--- config.mk ---
export PLATFORM = sky130hd
export DESIGN_NAME = ccff_chain_loader
export DESIGN_NICKNAME = d
export VERILOG_FILES = /design/src/rtl/ccff_chain_loader.sv
export SDC_FILE = /design/constraint.sdc
export NUM_CORES = 1
export LEC_CHECK = 0
export BUFFER_PORTS_ARGS = -buffer_cell sky130_fd_sc_hd__buf_2
export CORE_MARGIN = 2
export CORE_UTILIZATION = 35
export CTS_CLUSTER_SIZE = 28
export DETAILED_ROUTE_END_ITERATION = 12
export PLACE_DENSITY = 0.64
export SLEW_MARGIN = 20
export SYNTH_ARGS = -nofsm -noshare
export SYNTH_HDL_FRONTEND = slang
export SYNTH_SLANG_ARGS = --single-unit
--- constraint.sdc ---
create_clock -name prog_clk -period 2.14 [get_ports prog_clk]
set_input_delay 0.107 -clock prog_clk [delete_from_list [all_inputs] [get_ports prog_clk]]
set_output_delay 0.107 -clock prog_clk [all_outputs]
set_load 0.1 [all_outputs]
--- src/rtl/ccff_chain_loader.sv ---
// Configuration-chain loader: serializes handshaked bitstream words MSB-first onto ccff_head.
// Define CCFF_LOADER_VERIFY_EN to compile the CRC-based recirculating readback check.
module ccff_chain_loader #(
  parameter int unsigned WORD_W    = 8,
  parameter int unsigned CHAIN_LEN = 56,
  parameter int unsigned CNT_W     = $clog2(CHAIN_LEN + 1)
) (
  input  logic              prog_clk,
  input  logic              pReset,
  input  logic              start,
  input  logic [WORD_W-1:0] word_data,
  input  logic              word_valid,
  output logic              word_ready,
  output logic              ccff_head,
  output logic              chain_clk_en,
  input  logic              ccff_tail,
  output logic              busy,
  output logic              done,
  output logic              verify_ok
);

  localparam int unsigned LW = $clog2(WORD_W + 1);

  typedef enum logic [2:0] {
    S_IDLE,
    S_LOAD,
    S_SHIFT,
    S_DONE
`ifdef CCFF_LOADER_VERIFY_EN
    , S_VERIFY
`endif
  } state_t;

  state_t            state_q;
  logic [WORD_W-1:0] shreg_q;
  logic [LW-1:0]     left_q;
  logic [CNT_W-1:0]  sent_q;
  logic              word_ready_q;
  logic              head_q;
  logic              en_q;
  logic              busy_q;
  logic              done_q;

  logic [CNT_W-1:0]  remain_d;
  logic [CNT_W-1:0]  sent_inc_d;
  logic [LW-1:0]     nbits_d;

  always_comb begin
    remain_d   = CNT_W'(CHAIN_LEN) - sent_q;
    sent_inc_d = sent_q + CNT_W'(1);
    nbits_d    = LW'(WORD_W);
    if (32'(remain_d) < WORD_W) nbits_d = LW'(remain_d);
  end

`ifdef CCFF_LOADER_VERIFY_EN
  logic [15:0]      crc_a_q;
  logic [15:0]      crc_b_q;
  logic [CNT_W-1:0] vcnt_q;
  logic             verify_ok_q;

  function automatic logic [15:0] crc_step(input logic [15:0] crc, input logic b);
    logic fb;
    fb = crc[15] ^ b;
    return {crc[14:0], 1'b0} ^ (fb ? 16'h1021 : 16'h0000);
  endfunction
`endif

  always_ff @(posedge prog_clk) begin
    if (pReset) begin
      state_q      <= S_IDLE;
      shreg_q      <= '0;
      left_q       <= '0;
      sent_q       <= '0;
      word_ready_q <= 1'b0;
      head_q       <= 1'b0;
      en_q         <= 1'b0;
      busy_q       <= 1'b0;
      done_q       <= 1'b0;
`ifdef CCFF_LOADER_VERIFY_EN
      crc_a_q      <= '1;
      crc_b_q      <= '1;
      vcnt_q       <= '0;
      verify_ok_q  <= 1'b0;
`endif
    end else begin
      done_q <= 1'b0;
      unique case (state_q)
        S_IDLE: begin
          if (start) begin
            sent_q       <= '0;
            word_ready_q <= 1'b1;
            busy_q       <= 1'b1;
            state_q      <= S_LOAD;
`ifdef CCFF_LOADER_VERIFY_EN
            crc_a_q      <= '1;
            crc_b_q      <= '1;
            verify_ok_q  <= 1'b0;
`endif
          end
        end
        S_LOAD: begin
          if (word_valid) begin
            head_q       <= word_data[WORD_W-1];
            shreg_q      <= word_data << 1;
            left_q       <= nbits_d;
            en_q         <= 1'b1;
            word_ready_q <= 1'b0;
            state_q      <= S_SHIFT;
          end
        end
        S_SHIFT: begin
          sent_q <= sent_inc_d;
`ifdef CCFF_LOADER_VERIFY_EN
          crc_a_q <= crc_step(crc_a_q, head_q);
`endif
          if (left_q > LW'(1)) begin
            head_q  <= shreg_q[WORD_W-1];
            shreg_q <= shreg_q << 1;
            left_q  <= left_q - LW'(1);
          end else if (sent_inc_d != CNT_W'(CHAIN_LEN)) begin
            head_q       <= 1'b0;
            en_q         <= 1'b0;
            word_ready_q <= 1'b1;
            state_q      <= S_LOAD;
          end else begin
            head_q <= 1'b0;
`ifdef CCFF_LOADER_VERIFY_EN
            // Chain keeps shifting straight into recirculation; head is muxed to the tail.
            vcnt_q  <= '0;
            state_q <= S_VERIFY;
`else
            en_q    <= 1'b0;
            busy_q  <= 1'b0;
            done_q  <= 1'b1;
            state_q <= S_DONE;
`endif
          end
        end
`ifdef CCFF_LOADER_VERIFY_EN
        S_VERIFY: begin
          crc_b_q <= crc_step(crc_b_q, ccff_tail);
          vcnt_q  <= vcnt_q + CNT_W'(1);
          if (vcnt_q == CNT_W'(CHAIN_LEN - 1)) begin
            en_q        <= 1'b0;
            busy_q      <= 1'b0;
            done_q      <= 1'b1;
            verify_ok_q <= (crc_a_q == crc_step(crc_b_q, ccff_tail));
            state_q     <= S_DONE;
          end
        end
`endif
        S_DONE:  state_q <= S_IDLE;
        default: state_q <= S_IDLE;
      endcase
    end
  end

  assign word_ready   = word_ready_q;
  assign chain_clk_en = en_q;
  assign busy         = busy_q;
  assign done         = done_q;

`ifdef CCFF_LOADER_VERIFY_EN
  // Recirculation must be a direct tail-to-head path; a register here would rotate the chain by one.
  assign ccff_head = (state_q == S_VERIFY) ? ccff_tail : head_q;
  assign verify_ok = verify_ok_q;
`else
  logic unused_tail;
  assign unused_tail = ccff_tail;
  assign ccff_head   = head_q;
  assign verify_ok   = 1'b0;
`endif

endmodule

## Word-level counts from Yosys, hierarchy flattened

Index checks and enable logic that the tools add are counted.

| storage, ports and cells | value |
|---|---|
| bits of input ports | 13 |
| output and inout bits | 6 |
| logic and storage cells | 65 |
| bits in registers | 26 |

| cells by class | value |
|---|---|
| reductions and logical operators | 12 |
| magnitude comparators | 2 |
| equality and inequality tests | 9 |
| multiplexer cells | 29 |
| bitwise gates (word level) | 1 |
| add/subtract/negate cells | 3 |

Operator list:

| kind | count |
|---|---|
| two-way mux 8 bit | 2 |
| one-hot mux 8 bit (2 select lines) | 1 |
| two-way mux 4 bit | 3 |
| inequality test 2 bit, second input constant | 6 |
| one-hot mux 6 bit (2 select lines) | 1 |
| two-way mux 1 bit | 11 |
| two-way mux 3 bit | 3 |
| one-hot mux 3 bit (3 select lines) | 1 |
| AND reduction 3 bit | 3 |
| one-hot mux 4 bit (2 select lines) | 1 |
| adder 6 x 1 -> 6 bit, second input constant | 1 |
| < comparator 6 x 4 -> 1 bit, second input constant | 1 |
| two-way mux 6 bit | 1 |
| inequality test 6 bit, second input constant | 1 |
| one-hot mux 1 bit (2 select lines) | 3 |
| subtractor 6 bit, first input constant | 1 |
| AND reduction 5 bit | 1 |
| > comparator 4 x 1 -> 1 bit, second input constant | 1 |
| AND reduction 2 bit | 2 |
| AND reduction 4 bit | 1 |
| nonzero test 2 bit | 2 |
| subtractor 4 x 1 -> 4 bit, second input constant | 1 |
| == test 3 x 1 -> 1 bit, second input constant | 1 |
| == test 3 x 2 -> 1 bit, second input constant | 1 |
| 6 further kinds | 6 |

## Depth between registers and ports, before layout

| depth | value |
|---|---|
| word-level depth | 5 |
| mapped depth | 6 |
| depth with buffers taken out | 6 |

## Worst setup path before layout

OpenSTA, ideal clock, no wires.

| path | value |
|---|---|
| path kind | register to register |
| start | reg left_q[0] |
| end | reg shreg_q[3] |
| period minus slack after synthesis | 1.576 ns |
| path slack | 0.564 ns |
| setup time | 0.091 ns |
| path buffers | 0 |
| data required time | 2.049 ns |
| arrival time | 1.485 ns |
| cell stages (with the launch flop) | 7 |
| path through | dfxtp_1 -> inv_1 -> ha_1 -> nor2_1 -> o31ai_1 -> nand2_1 -> a311oi_1 |

| between the ends | value |
|---|---|
| longest elaborated chain between the ends | 3 |

Ends and longest elaborated chain:

| what | line | RTL |
|---|---|---|
| start: declaration | 36 | `logic [LW-1:0] left_q;` |
| start signal: assignment | 105 | `left_q <= nbits_d;` |
| start signal: assignment | 119 | `left_q <= left_q - LW'(1);` |
| > comparator 4 x 1 -> 1 bit | 116 | `if (left_q > LW'(1)) begin` |
| inequality test 2 bit (no source line) | -- |  |
| AND reduction 3 bit (no source line) | -- |  |
| end signal: assignment | 104 | `shreg_q <= word_data << 1;` |
| end signal: assignment | 118 | `shreg_q <= shreg_q << 1;` |
| end: declaration | 35 | `logic [WORD_W-1:0] shreg_q;` |

No other way between the ends.
A chain may end at the register's enable or synchronous reset.

## Final worst setup path

| path | value |
|---|---|
| start | reg left_q[0] |
| end | reg shreg_q[2] |

Same word-level chain as after synthesis.

==> flow_summary.html <==
<table>
<tr><th>Metric</th><th>Value</th></tr>
<tr><th colspan="2">STA</th></tr>
<tr><td>Worst clock skew</td><td>0.00317 ns</td></tr>
<tr><td>Sum of negative setup slack</td><td>0 ns</td></tr>
<tr><td>Setup violations, final</td><td>0</td></tr>
<tr><td>Actual transition at the worst max-transition pin</td><td>0.510 ns</td></tr>
<tr><td>Fmax</td><td>583 MHz</td></tr>
<tr><td>Headroom to the max-slew limit</td><td>0.660</td></tr>
<tr><td>Clock period minus worst slack</td><td>1.71 ns</td></tr>
<tr><td>Final number of max-transition violations</td><td>0</td></tr>
<tr><td>Hold violation total from the final report</td><td>0</td></tr>
<tr><td>Unrepaired setup endpoints after global routing</td><td>false</td></tr>
<tr><td>Final worst-path cycle share</td><td>0.801</td></tr>
<tr><th colspan="2">Global route</th></tr>
<tr><td>Maximum number of pins on one net before global-route repair</td><td>25</td></tr>
<tr><td>Global route total overflow</td><td>0</td></tr>
<tr><td>Global Route Usage Sum</td><td>0.148</td></tr>
<tr><td>Number of antenna violations at the first check in global routing</td><td>0</td></tr>
<tr><td>Via count of the first global-routing pass</td><td>1,077</td></tr>
<tr><td>Global-route wire length before repair</td><td>4930 µm</td></tr>
<tr><th colspan="2">Place</th></tr>
<tr><td>Half-perimeter wire length after detailed placement</td><td>1950 µm</td></tr>
<tr><td>Last weighted congestion value of the routability-driven placer</td><td>0.770</td></tr>
<tr><td>Buffers added on ports</td><td>16</td></tr>
<tr><td>Total cell area at the placement stage</td><td>0.00141 mm²</td></tr>
<tr><td>Number of placed instances, taps included</td><td>216</td></tr>
<tr><th colspan="2">Power</th></tr>
<tr><td>Leakage power figure</td><td>0.562 nW</td></tr>
<tr><td>P per Cell Area</td><td>646 mW/mm²</td></tr>
<tr><td>Final Total Pwr</td><td>0.946 mW</td></tr>
<tr><td>Worst voltage drop across the vdd grid</td><td>0.401 mV</td></tr>
<tr><th colspan="2">Synthesis</th></tr>
<tr><td>Post-synth top area share</td><td>0.373</td></tr>
<tr><td>Net Count, Synth</td><td>175</td></tr>
<tr><td>Combined area of all synthesized cells</td><td>0.00129 mm²</td></tr>
<tr><td>Ys async rst share</td><td>0</td></tr>
<tr><td>Area leader, netlist</td><td>sky130_fd_sc_hd__dfxtp_1</td></tr>
<tr><td>Commonest cells in the netlist</td><td>sky130_fd_sc_hd__dfxtp_1 (24), sky130_fd_sc_hd__nand2_1 (19), sky130_fd_sc_hd__nor2_1 (16)</td></tr>
<tr><td>Yosys cell types</td><td>43</td></tr>
<tr><td>Synthesized netlist cell count</td><td>158</td></tr>
<tr><td>Cell types with the largest area share after synthesis</td><td>sky130_fd_sc_hd__dfxtp_1 (37%), sky130_fd_sc_hd__nand2_1 (5.5%), sky130_fd_sc_hd__nor3_1 (5.0%)</td></tr>
<tr><td>Fraction of the yosys area taken by sequential cells</td><td>0.373</td></tr>
<tr><td>Number of flops mapped to enable cells by yosys</td><td>0</td></tr>
<tr><td>Flops &amp; latches, synth</td><td>24</td></tr>
<tr><td>Synthesis warning total</td><td>0</td></tr>
<tr><td>Top-count cell post-synth</td><td>sky130_fd_sc_hd__dfxtp_1</td></tr>
<tr><td>Per-instance average area after synthesis</td><td>8.16 µm²</td></tr>
<tr><td>Dominant synthesized flop cell</td><td>sky130_fd_sc_hd__dfxtp_1</td></tr>
<tr><th colspan="2">Route</th></tr>
<tr><td>Wire per inst</td><td>12.9 µm</td></tr>
<tr><td>Total Wirelength</td><td>2830 µm</td></tr>
<tr><td>Via density per instance</td><td>5.33</td></tr>
<tr><td>Router iterations before antenna repair</td><td>4</td></tr>
<tr><td>Via count of the routed design</td><td>1,172</td></tr>
<tr><td>DRC marker count from the first detailed-route iteration</td><td>75</td></tr>
<tr><td>Number of routed nets with antenna violations</td><td>0</td></tr>
<tr><td>Number of DRC violations after detailed routing</td><td>0</td></tr>
<tr><th colspan="2">Clock network</th></tr>
<tr><td>CTS resizes</td><td>0</td></tr>
<tr><td>Num Clock Sinks</td><td>24</td></tr>
<tr><td>Maximum level of the CTS H-tree</td><td>1</td></tr>
<tr><td>Clock tree from TritonCTS</td><td>yes</td></tr>
<tr><td># hold bufs at CTS</td><td>0</td></tr>
<tr><td>Skew-Pair Late Insertion Delay</td><td>0.27 ns</td></tr>
<tr><td>Root buf cell</td><td>sky130_fd_sc_hd__clkbuf_8</td></tr>
<tr><td>Number of buffers added by the clock tree synthesis step</td><td>3</td></tr>
<tr><td>Bufs on Longest Clock Path</td><td>2</td></tr>
<tr><td>Buffers inserted by post-CTS timing repair</td><td>0</td></tr>
<tr><td>Register clock-pin slew on the reported worst setup and hold paths</td><td>0.08 ns</td></tr>
<tr><th colspan="2">Finish</th></tr>
<tr><td>Fraction of layout cells with a size suffix above 1</td><td>0.180</td></tr>
<tr><td>Layout area overhead</td><td>13.7%</td></tr>
<tr><td>Non-Filler Instances</td><td>220</td></tr>
<tr><td>Fin area</td><td>0.00147 mm²</td></tr>
<tr><td>Fin nets</td><td>190</td></tr>
<tr><td>Antenna fix cells</td><td>0</td></tr>
<tr><th colspan="2">Floorplan</th></tr>
<tr><td>Die Footprint</td><td>0.00418 mm²</td></tr>
<tr><td>X dimension of the die</td><td>64.7 µm</td></tr>
<tr><td>Core Area</td><td>0.00361 mm²</td></tr>
<tr><td>Initial Util</td><td>0.357</td></tr>
<tr><td>Total I/O pin count</td><td>19</td></tr>
<tr><td>Vert. Die Dim</td><td>64.7 µm</td></tr>
<tr><td>Number of cell rows</td><td>22</td></tr>
<tr><th colspan="2">Critical path</th></tr>
<tr><td>Element type at the critical path start</td><td>register</td></tr>
<tr><td>Worst setup path category</td><td>register to register</td></tr>
<tr><td>Count of buffering cells on the critical path with inverters included</td><td>1</td></tr>
<tr><td>Worst EP arrival</td><td>1.89 ns</td></tr>
<tr><td>Slowest stage delay, CP</td><td>0.36 ns</td></tr>
<tr><td>Crit path capture type</td><td>register</td></tr>
<tr><td>Required time worst endpoint</td><td>2.32 ns</td></tr>
<tr><td>CP delay by family, top</td><td>compound AO/OA/AOI/OAI gates</td></tr>
<tr><td>Slowest cell on the critical path</td><td>sky130_fd_sc_hd__dfxtp_1</td></tr>
<tr><td>Largest fanout of any net on the critical path</td><td>8</td></tr>
<tr><td>Cells along the critical path</td><td>inv_1 -&gt; ha_1 -&gt; nor2_1 -&gt; o31a_1 -&gt; nor3_1 -&gt; a311oi_1</td></tr>
<tr><th colspan="2">Run</th></tr>
<tr><td>Max-Cap Viols</td><td>0</td></tr>
<tr><th colspan="2">Min path</th></tr>
<tr><td>Path category of the worst min-delay check</td><td>input pin to register</td></tr>
<tr><th colspan="2">Run status</th></tr>
<tr><td>Run status</td><td>finished, final reports clean</td></tr>
</table>
[final cells by class]
type,count,area (µm²)
flip-flops and latches,24,480
inverters,5,18.8
multi-input cells,118,733
repair buffers,21,118
clock buffers,4,55.1
well taps,48,60.1
fillers,388,2140
[worst register-to-register path: stages, from the launching register on]
cell and delay [ns]:
sky130_fd_sc_hd__dfxtp_1 0.36, sky130_fd_sc_hd__inv_1 0.08, sky130_fd_sc_hd__ha_1 0.22, sky130_fd_sc_hd__nor2_1 0.27
sky130_fd_sc_hd__o31a_1 0.36, sky130_fd_sc_hd__nor3_1 0.08, sky130_fd_sc_hd__a311oi_1 0.25
[registers in the layout (all words and copies together) (netlist names)]
signal	count
left_q	4
busy	1
done	1
word_ready	1
ccff_head	1
state_q	2
chain_clk_en	1
sent_q	6
shreg_q	7
[logic make-up after synthesis]
group	synth area share
buffers and inverters	0.0583
xor gates and xnor gates	0.0136
adders and majority gates	0.0388
and+or+nand+nor	0.277
DFF	0.373
other	0.00291
muxes	0.0417
AOI/OAI and AO/OA	0.195
[path summary, 6_finish.rpt]
| kind | startpoint | endpoint | slack, ns | cells after the start |
|---|---|---|---|---|
| hold / removal | word_data[0] | shreg_q[1]$_SDFFE_PP0P_ | 0.08 | 3 |
| setup / recovery | left_q[0]$_SDFFE_PP0P_ | shreg_q[2]$_SDFFE_PP0P_ | 0.43 | 6 |
| hold reg to reg | shreg_q[4]$_SDFFE_PP0P_ | shreg_q[5]$_SDFFE_PP0P_ | 0.49 | 2 |
| setup reg to reg | left_q[0]$_SDFFE_PP0P_ | shreg_q[2]$_SDFFE_PP0P_ | 0.43 | 6 |
[per-stage QoR]
| stage | worst slack (ns) | utilization | hold WS [ns] |
|---|---|---|---|
| 2_1_floorplan | 0.564 | - | 0.186 |
| 3_5_place_dp | 0.429 | 0.391 | 0.369 |
| 4_1_cts | 0.414 | 0.406 | 0.0761 |
| 3_3_place_gp | 0.428 | 0.391 | 0.353 |
| 5_1_grt | 0.219 | 0.406 | 0.0723 |
| 6_report | 0.426 | 0.406 | 0.0818 |
[cells in the final DEF, fill, tap and decap left out, types with 2 or more instances in the layout]
master / instances
sky130_fd_sc_hd__o21a_1: 2
sky130_fd_sc_hd__a22oi_1: 4
sky130_fd_sc_hd__nor2_1: 16
sky130_fd_sc_hd__mux2_2: 3
sky130_fd_sc_hd__nor3_1: 13
sky130_fd_sc_hd__nor4_1: 4
sky130_fd_sc_hd__buf_2: 16
sky130_fd_sc_hd__a21oi_1: 9
sky130_fd_sc_hd__dfxtp_1: 24
sky130_fd_sc_hd__nand2_1: 19
sky130_fd_sc_hd__clkbuf_8: 4
sky130_fd_sc_hd__nand3_1: 6
sky130_fd_sc_hd__nand2b_1: 4
sky130_fd_sc_hd__mux2i_1: 2
sky130_fd_sc_hd__buf_4: 5
sky130_fd_sc_hd__o21ai_0: 2
sky130_fd_sc_hd__inv_1: 5
sky130_fd_sc_hd__a311oi_1: 6
sky130_fd_sc_hd__ha_1: 4
[where the power goes]
| group | total [mW] | leakage (nW) | switching [mW] | internal (mW) |
|---|---|---|---|---|
| Clock | 0.314 | 0.0288 | 0.149 | 0.165 |
| Combinational | 0.148 | 0.338 | 0.102 | 0.0457 |
| Sequential | 0.484 | 0.195 | 0.0179 | 0.466 |
[routing by layer]
metal	part of all wire	global-route usage	vias up
met5	0	0	-
met4	0.0042	0.0239	0
met3	0.037	0.0417	3
met2	0.44	0.236	19
met1	0.52	0.205	551
li1	-	-	599
Note: power is estimated with default switching activity, not from simulation.
